**src/rtl/alu_pkg.sv**
```systemverilog
// Opcodes, FSM state type and per-opcode execute latency shared by the ALU
// arbiter and the ALU datapath.
package alu_pkg;

    localparam logic [1:0] OP_ADD = 2'b00;
    localparam logic [1:0] OP_SUB = 2'b01;
    localparam logic [1:0] OP_MUL = 2'b10;
    localparam logic [1:0] OP_DIV = 2'b11;

    typedef enum logic [1:0] {
        S_IDLE,
        S_EXEC,
        S_RESP
    } state_t;

    function automatic int op_latency(input logic [1:0] op, input int mul_cycles,
                                      input int div_cycles);
        case (op)
            OP_MUL:  return mul_cycles;
            OP_DIV:  return div_cycles;
            default: return 1;
        endcase
    endfunction

endpackage

```
**src/rtl/alu.sv**
```systemverilog
// Combinational ALU datapath: unsigned add/sub/mul/div, truncated to WIDTH.
// A zero divisor gives an undefined quotient; callers must mask it.
module alu
    import alu_pkg::*;
#(
    parameter int WIDTH = 32
) (
    input  logic [WIDTH-1:0] a,
    input  logic [WIDTH-1:0] b,
    input  logic [1:0]       op,
    output logic [WIDTH-1:0] result,
    output logic             ready
);

    always_comb begin
        result = '0;
        case (op)
            OP_ADD: result = a + b;
            OP_SUB: result = a - b;
            OP_MUL: result = a * b;
            OP_DIV: result = a / b;
        endcase
    end

    assign ready = 1'b1;

endmodule

```
**src/rtl/alu_arbiter.sv**
```systemverilog
// Round-robin sharing of one multicycle ALU between two valid/ready requesters;
// operands are held stable for the opcode latency so MUL/DIV can be multicycle paths.
module alu_arbiter
    import alu_pkg::*;
#(
    parameter int WIDTH      = 32,
    parameter int MUL_CYCLES = 2,
    parameter int DIV_CYCLES = 4
) (
    input  logic             clk,
    input  logic             rst,
    input  logic             req0_valid,
    output logic             req0_ready,
    input  logic [WIDTH-1:0] req0_a,
    input  logic [WIDTH-1:0] req0_b,
    input  logic [1:0]       req0_op,
    input  logic             req1_valid,
    output logic             req1_ready,
    input  logic [WIDTH-1:0] req1_a,
    input  logic [WIDTH-1:0] req1_b,
    input  logic [1:0]       req1_op,
    output logic             rsp0_valid,
    input  logic             rsp0_ready,
    output logic             rsp1_valid,
    input  logic             rsp1_ready,
    output logic [WIDTH-1:0] rsp_result,
    output logic             rsp_err
);

    localparam int MAXL = (MUL_CYCLES > DIV_CYCLES) ? MUL_CYCLES : DIV_CYCLES;
    localparam int CW   = (MAXL > 1) ? $clog2(MAXL) : 1;

    state_t           state, state_nxt;
    logic             last_grant, owner;
    logic [WIDTH-1:0] a_q, b_q, res_q, alu_res;
    logic [1:0]       op_q;
    logic             err_q;
    logic [CW-1:0]    cnt, cnt_load;
    logic             grant0, grant1, zdiv;
    logic [WIDTH-1:0] sel_a, sel_b;
    logic [1:0]       sel_op;
    logic             alu_unused_ready;

    // On a tie the port that did not win last time gets the grant.
    assign grant0 = req0_valid && (!req1_valid || last_grant);
    assign grant1 = req1_valid && (!req0_valid || !last_grant);

    assign sel_a  = grant1 ? req1_a  : req0_a;
    assign sel_b  = grant1 ? req1_b  : req0_b;
    assign sel_op = grant1 ? req1_op : req0_op;

    // A zero divide finishes in one cycle whatever DIV_CYCLES is.
    always_comb begin
        if (sel_op == OP_DIV && sel_b == '0)
            cnt_load = '0;
        else
            cnt_load = CW'(op_latency(sel_op, MUL_CYCLES, DIV_CYCLES) - 1);
    end

    assign zdiv = (op_q == OP_DIV) && (b_q == '0);

    alu #(.WIDTH(WIDTH)) u_alu (
        .a      (a_q),
        .b      (b_q),
        .op     (op_q),
        .result (alu_res),
        .ready  (alu_unused_ready)
    );

    always_comb begin
        state_nxt  = state;
        req0_ready = 1'b0;
        req1_ready = 1'b0;
        rsp0_valid = 1'b0;
        rsp1_valid = 1'b0;
        case (state)
            S_IDLE: begin
                req0_ready = grant0 && !rst;
                req1_ready = grant1 && !rst;
                if (grant0 || grant1) state_nxt = S_EXEC;
            end
            S_EXEC: begin
                if (cnt == '0) state_nxt = S_RESP;
            end
            S_RESP: begin
                rsp0_valid = !owner;
                rsp1_valid = owner;
                if (owner ? rsp1_ready : rsp0_ready) state_nxt = S_IDLE;
            end
            default: state_nxt = S_IDLE;
        endcase
    end

    always_ff @(posedge clk) begin
        if (rst) begin
            state      <= S_IDLE;
            last_grant <= 1'b1;
            owner      <= 1'b0;
            a_q        <= '0;
            b_q        <= '0;
            op_q       <= OP_ADD;
            cnt        <= '0;
            res_q      <= '0;
            err_q      <= 1'b0;
        end else begin
            state <= state_nxt;
            case (state)
                S_IDLE: begin
                    if (grant0 || grant1) begin
                        a_q        <= sel_a;
                        b_q        <= sel_b;
                        op_q       <= sel_op;
                        owner      <= grant1;
                        last_grant <= grant1;
                        cnt        <= cnt_load;
                    end
                end
                S_EXEC: begin
                    if (cnt == '0) begin
                        res_q <= zdiv ? '0 : alu_res;
                        err_q <= zdiv;
                    end else begin
                        cnt <= cnt - CW'(1);
                    end
                end
                default: ;
            endcase
        end
    end

    assign rsp_result = res_q;
    assign rsp_err    = err_q;

endmodule

```
**config.mk**
```make
export PLATFORM = sky130hd
export DESIGN_NAME = alu_arbiter
export DESIGN_NICKNAME = d
export VERILOG_FILES = /design/src/rtl/alu_pkg.sv /design/src/rtl/alu.sv /design/src/rtl/alu_arbiter.sv
export SDC_FILE = /design/constraint.sdc
export NUM_CORES = 2
export LEC_CHECK = 0
export ABC_CLOCK_PERIOD_IN_PS = 71000
export CORE_MARGIN = 2
export CORE_UTILIZATION = 30
export CTS_CLUSTER_SIZE = 25
export DETAILED_ROUTE_END_ITERATION = 16
export GPL_ROUTABILITY_DRIVEN = 1
export MAX_ROUTING_LAYER = met4
export PLACE_DENSITY = 0.55
export SLEW_MARGIN = 20
export SYNTH_ARGS = -nofsm -noshare
export SYNTH_HDL_FRONTEND = slang
export SYNTH_HIERARCHICAL = 1
export SYNTH_SLANG_ARGS = --single-unit
```
**constraint.sdc**
```tcl
create_clock -name clk -period 71 [get_ports clk]
set_clock_uncertainty 0.15 [all_clocks]
set_input_delay 10.65 -clock clk [delete_from_list [all_inputs] [get_ports clk]]
set_output_delay 10.65 -clock clk [all_outputs]
set_load 0.01 [all_outputs]
```
==> results.md <==
* Period Utilization, post-route at 0.956
* Met3 Track Usage GR at 0.0365
* Buf/Inv on CP at 40
* Worst endpoint required time at 71150 ps
* GR Util All Layers at 0.286
* Crit Path Max Fanout at 24
* Total number of vias at 56.2k
* First-pass GRT wire length at 370000 um
* Largest net degree at the start of global routing at 77
* Slew HR at 0.190
* Min cycle time layout at 67840 ps
* DR iter-0 viols at 5195
* CTS tree: built
* M2 GR Usage at 0.440
* Worst-margin pin slew at 1200 ps
* GRT Max-Usage Layer: met2
* DR WL/cell at 25.9 um
* Tightest Hold Check Type: register to register
* Area of the core at 0.173 sq mm
* Met1 usage at 0.374
* F_max at 0.0147 GHz
* Root Buffer: clkbuf_16
* Grt ovf at 0
* Max stage delay on crit path at 700 ps
* Share of layout cells above drive strength 1 at 0.134
* I/O Buffers at 174
* Setup_tns at 0 ps
* Filler Cells Inserted at 18.5k
* Area Overhead vs Synth at 18.1%
* Hold Fails Final Rpt at 0
* Mapped Avg Cell Area at 7.36 sq um
* RD Place Congestion at 1.02
* CP delay by family, top: compound AO/OA/AOI/OAI gates
* Nets@finish at 8794
* Clock Path Buffers at 2
* Crit path launch type: register
* Non-Filler Instances at 9903
* Multi-input gate area at 0.0474 sq mm
* Die Area at 0.177 sq mm
* CTS sink cnt at 105
* Register area at 0.00211 sq mm
* Cell area after synthesis at 0.0522 sq mm
* Slew Viols, Final at 0
* Cell mode on critical path: ha_1
* DRT Wirelength at 256000 um
* H-tree level count at 3
* Clk_lat worst skew at 440 ps
* Max-Cap Viols at 0
* DR pass1 iterations at 8
* Status: complete, no violations
* Die X at 421 um
* Final design utilization at 0.355
* Syn Nets at 8325
* Starting Density at 0.301
* Crit. End Element: register
* Site Rows at 153
* Cells after DPL at 9823
* Syn Inst Count at 7090
* Detailed Place HPWL at 203000 um
* I/O pins at 175
* Setup violations, final at 0
* Post-route ant nets at 0
* Syn. warnings at 6
* Worst path slowest cell: o21ai_0
* Die Y at 421 um
* Clock-pin slew on the worst setup and hold paths at 100 ps
* Vias/cell at 5.68
* TritonCTS Buffers at 9
* Antenna violations before repair at 6
* Crit path DAT at 67990 ps
* Drc violations at 0
* Vias in the first global route at 54.8k
* Path type of the worst setup path: register to register
## final cells by class
cell class	count	share of cell area
clock inverters	7	0.00144
flip-flops and latches	105	0.0342
clock buffers	9	0.00365
inverters	689	0.0419
diodes	14	0.000568
well taps	2325	0.0472
repair buffers	754	0.102
multi-input cells	6000	0.769
## worst register-to-register path: cells and delay by family (launching register included)
family                     cells  cell delay, ps
AOI/OAI and AO/OA            152           32890
xor gates and xnor gates       1             260
adders and majority gates     31            9720
buffers and inverters         40            6930
DFF                            1             420
muxes                          5            1650
and+or+nand+nor               76           15680
## repair_timing
action                     in CTS  in global routing
hold buffers                    0                  0
cloned                          0                  0
resized for setup              50                198
setup endpoints to repair       2                  3
pin swaps                       5                 27
buffers inserted                8                 42
## flip-flops by register name, indices dropped and copies added, names as in the netlist
name / cells
a_q: 32
b_q: 32
rsp_result: 32
cnt: 2
op_q: 2
state: 2
last_grant: 1
owner: 1
rsp_err: 1
## metrics by stage
| stage | setup slack (ps) | hold WS [ps] | area, sq um |
|---|---|---|---|
| 3_5_place_dp | -4140 | 337 | 59900 |
| 4_1_cts | 3.54 | 350 | 60500 |
| 2_1_floorplan | 2130 | 304 | 52200 |
| 3_3_place_gp | -4600 | 320 | 59900 |
| 5_1_grt | -85.4 | 386 | 61700 |
| 6_report | 3160 | 351 | 61700 |
## cell usage in the layout (no fill, tap or decap), types with 17 or more instances in the layout
cell / count
a31o_2: 17
dfxtp_1: 102
and2_1: 84
a211o_1: 27
a31oi_1: 59
ha_1: 685
mux2i_1: 102
buf_4: 565
o31ai_1: 36
a211oi_1: 111
and4_1: 17
xnor2_1: 313
clkdlybuf4s50_1: 173
fa_1: 409
nand2_1: 895
o21ai_0: 275
or2_2: 40
o21ai_1: 28
o22ai_1: 17
a21o_1: 189
a22oi_2: 31
o21bai_1: 39
xor2_1: 159
nor4_1: 39
o21a_1: 130
nand2b_1: 60
mux2_2: 77
a21boi_0: 20
nand3_1: 126
a21oi_2: 27
or3_1: 66
nor2_1: 675
nand4_1: 59
a21oi_1: 418
and3_1: 43
inv_1: 675
nor3_1: 150
o211ai_1: 66
or4_1: 21
nor2b_1: 56
## worst paths after layout
check,from,to,slack [ps],depth (start not counted)
setup / recovery,b_q[29]$_SDFFE_PP0P_,rsp_result[0]$_SDFFE_PP0P_,3160,305
hold / removal,owner$_SDFFE_PP0P_,owner$_SDFFE_PP0P_,350,2
setup reg to reg,b_q[29]$_SDFFE_PP0P_,rsp_result[0]$_SDFFE_PP0P_,3160,305
hold reg to reg,owner$_SDFFE_PP0P_,owner$_SDFFE_PP0P_,350,2
## routing by layer
layer / part of all wire / vias up
li1: - / 25708
met1: 0.43 / 27598
met2: 0.44 / 2400
met3: 0.074 / 510
met4: 0.056 / 0
met5: 0 / -
Power is left out: the tool's default activity adds up to more than one toggle a clock period on the data nets, which glitch-free logic cannot reach.
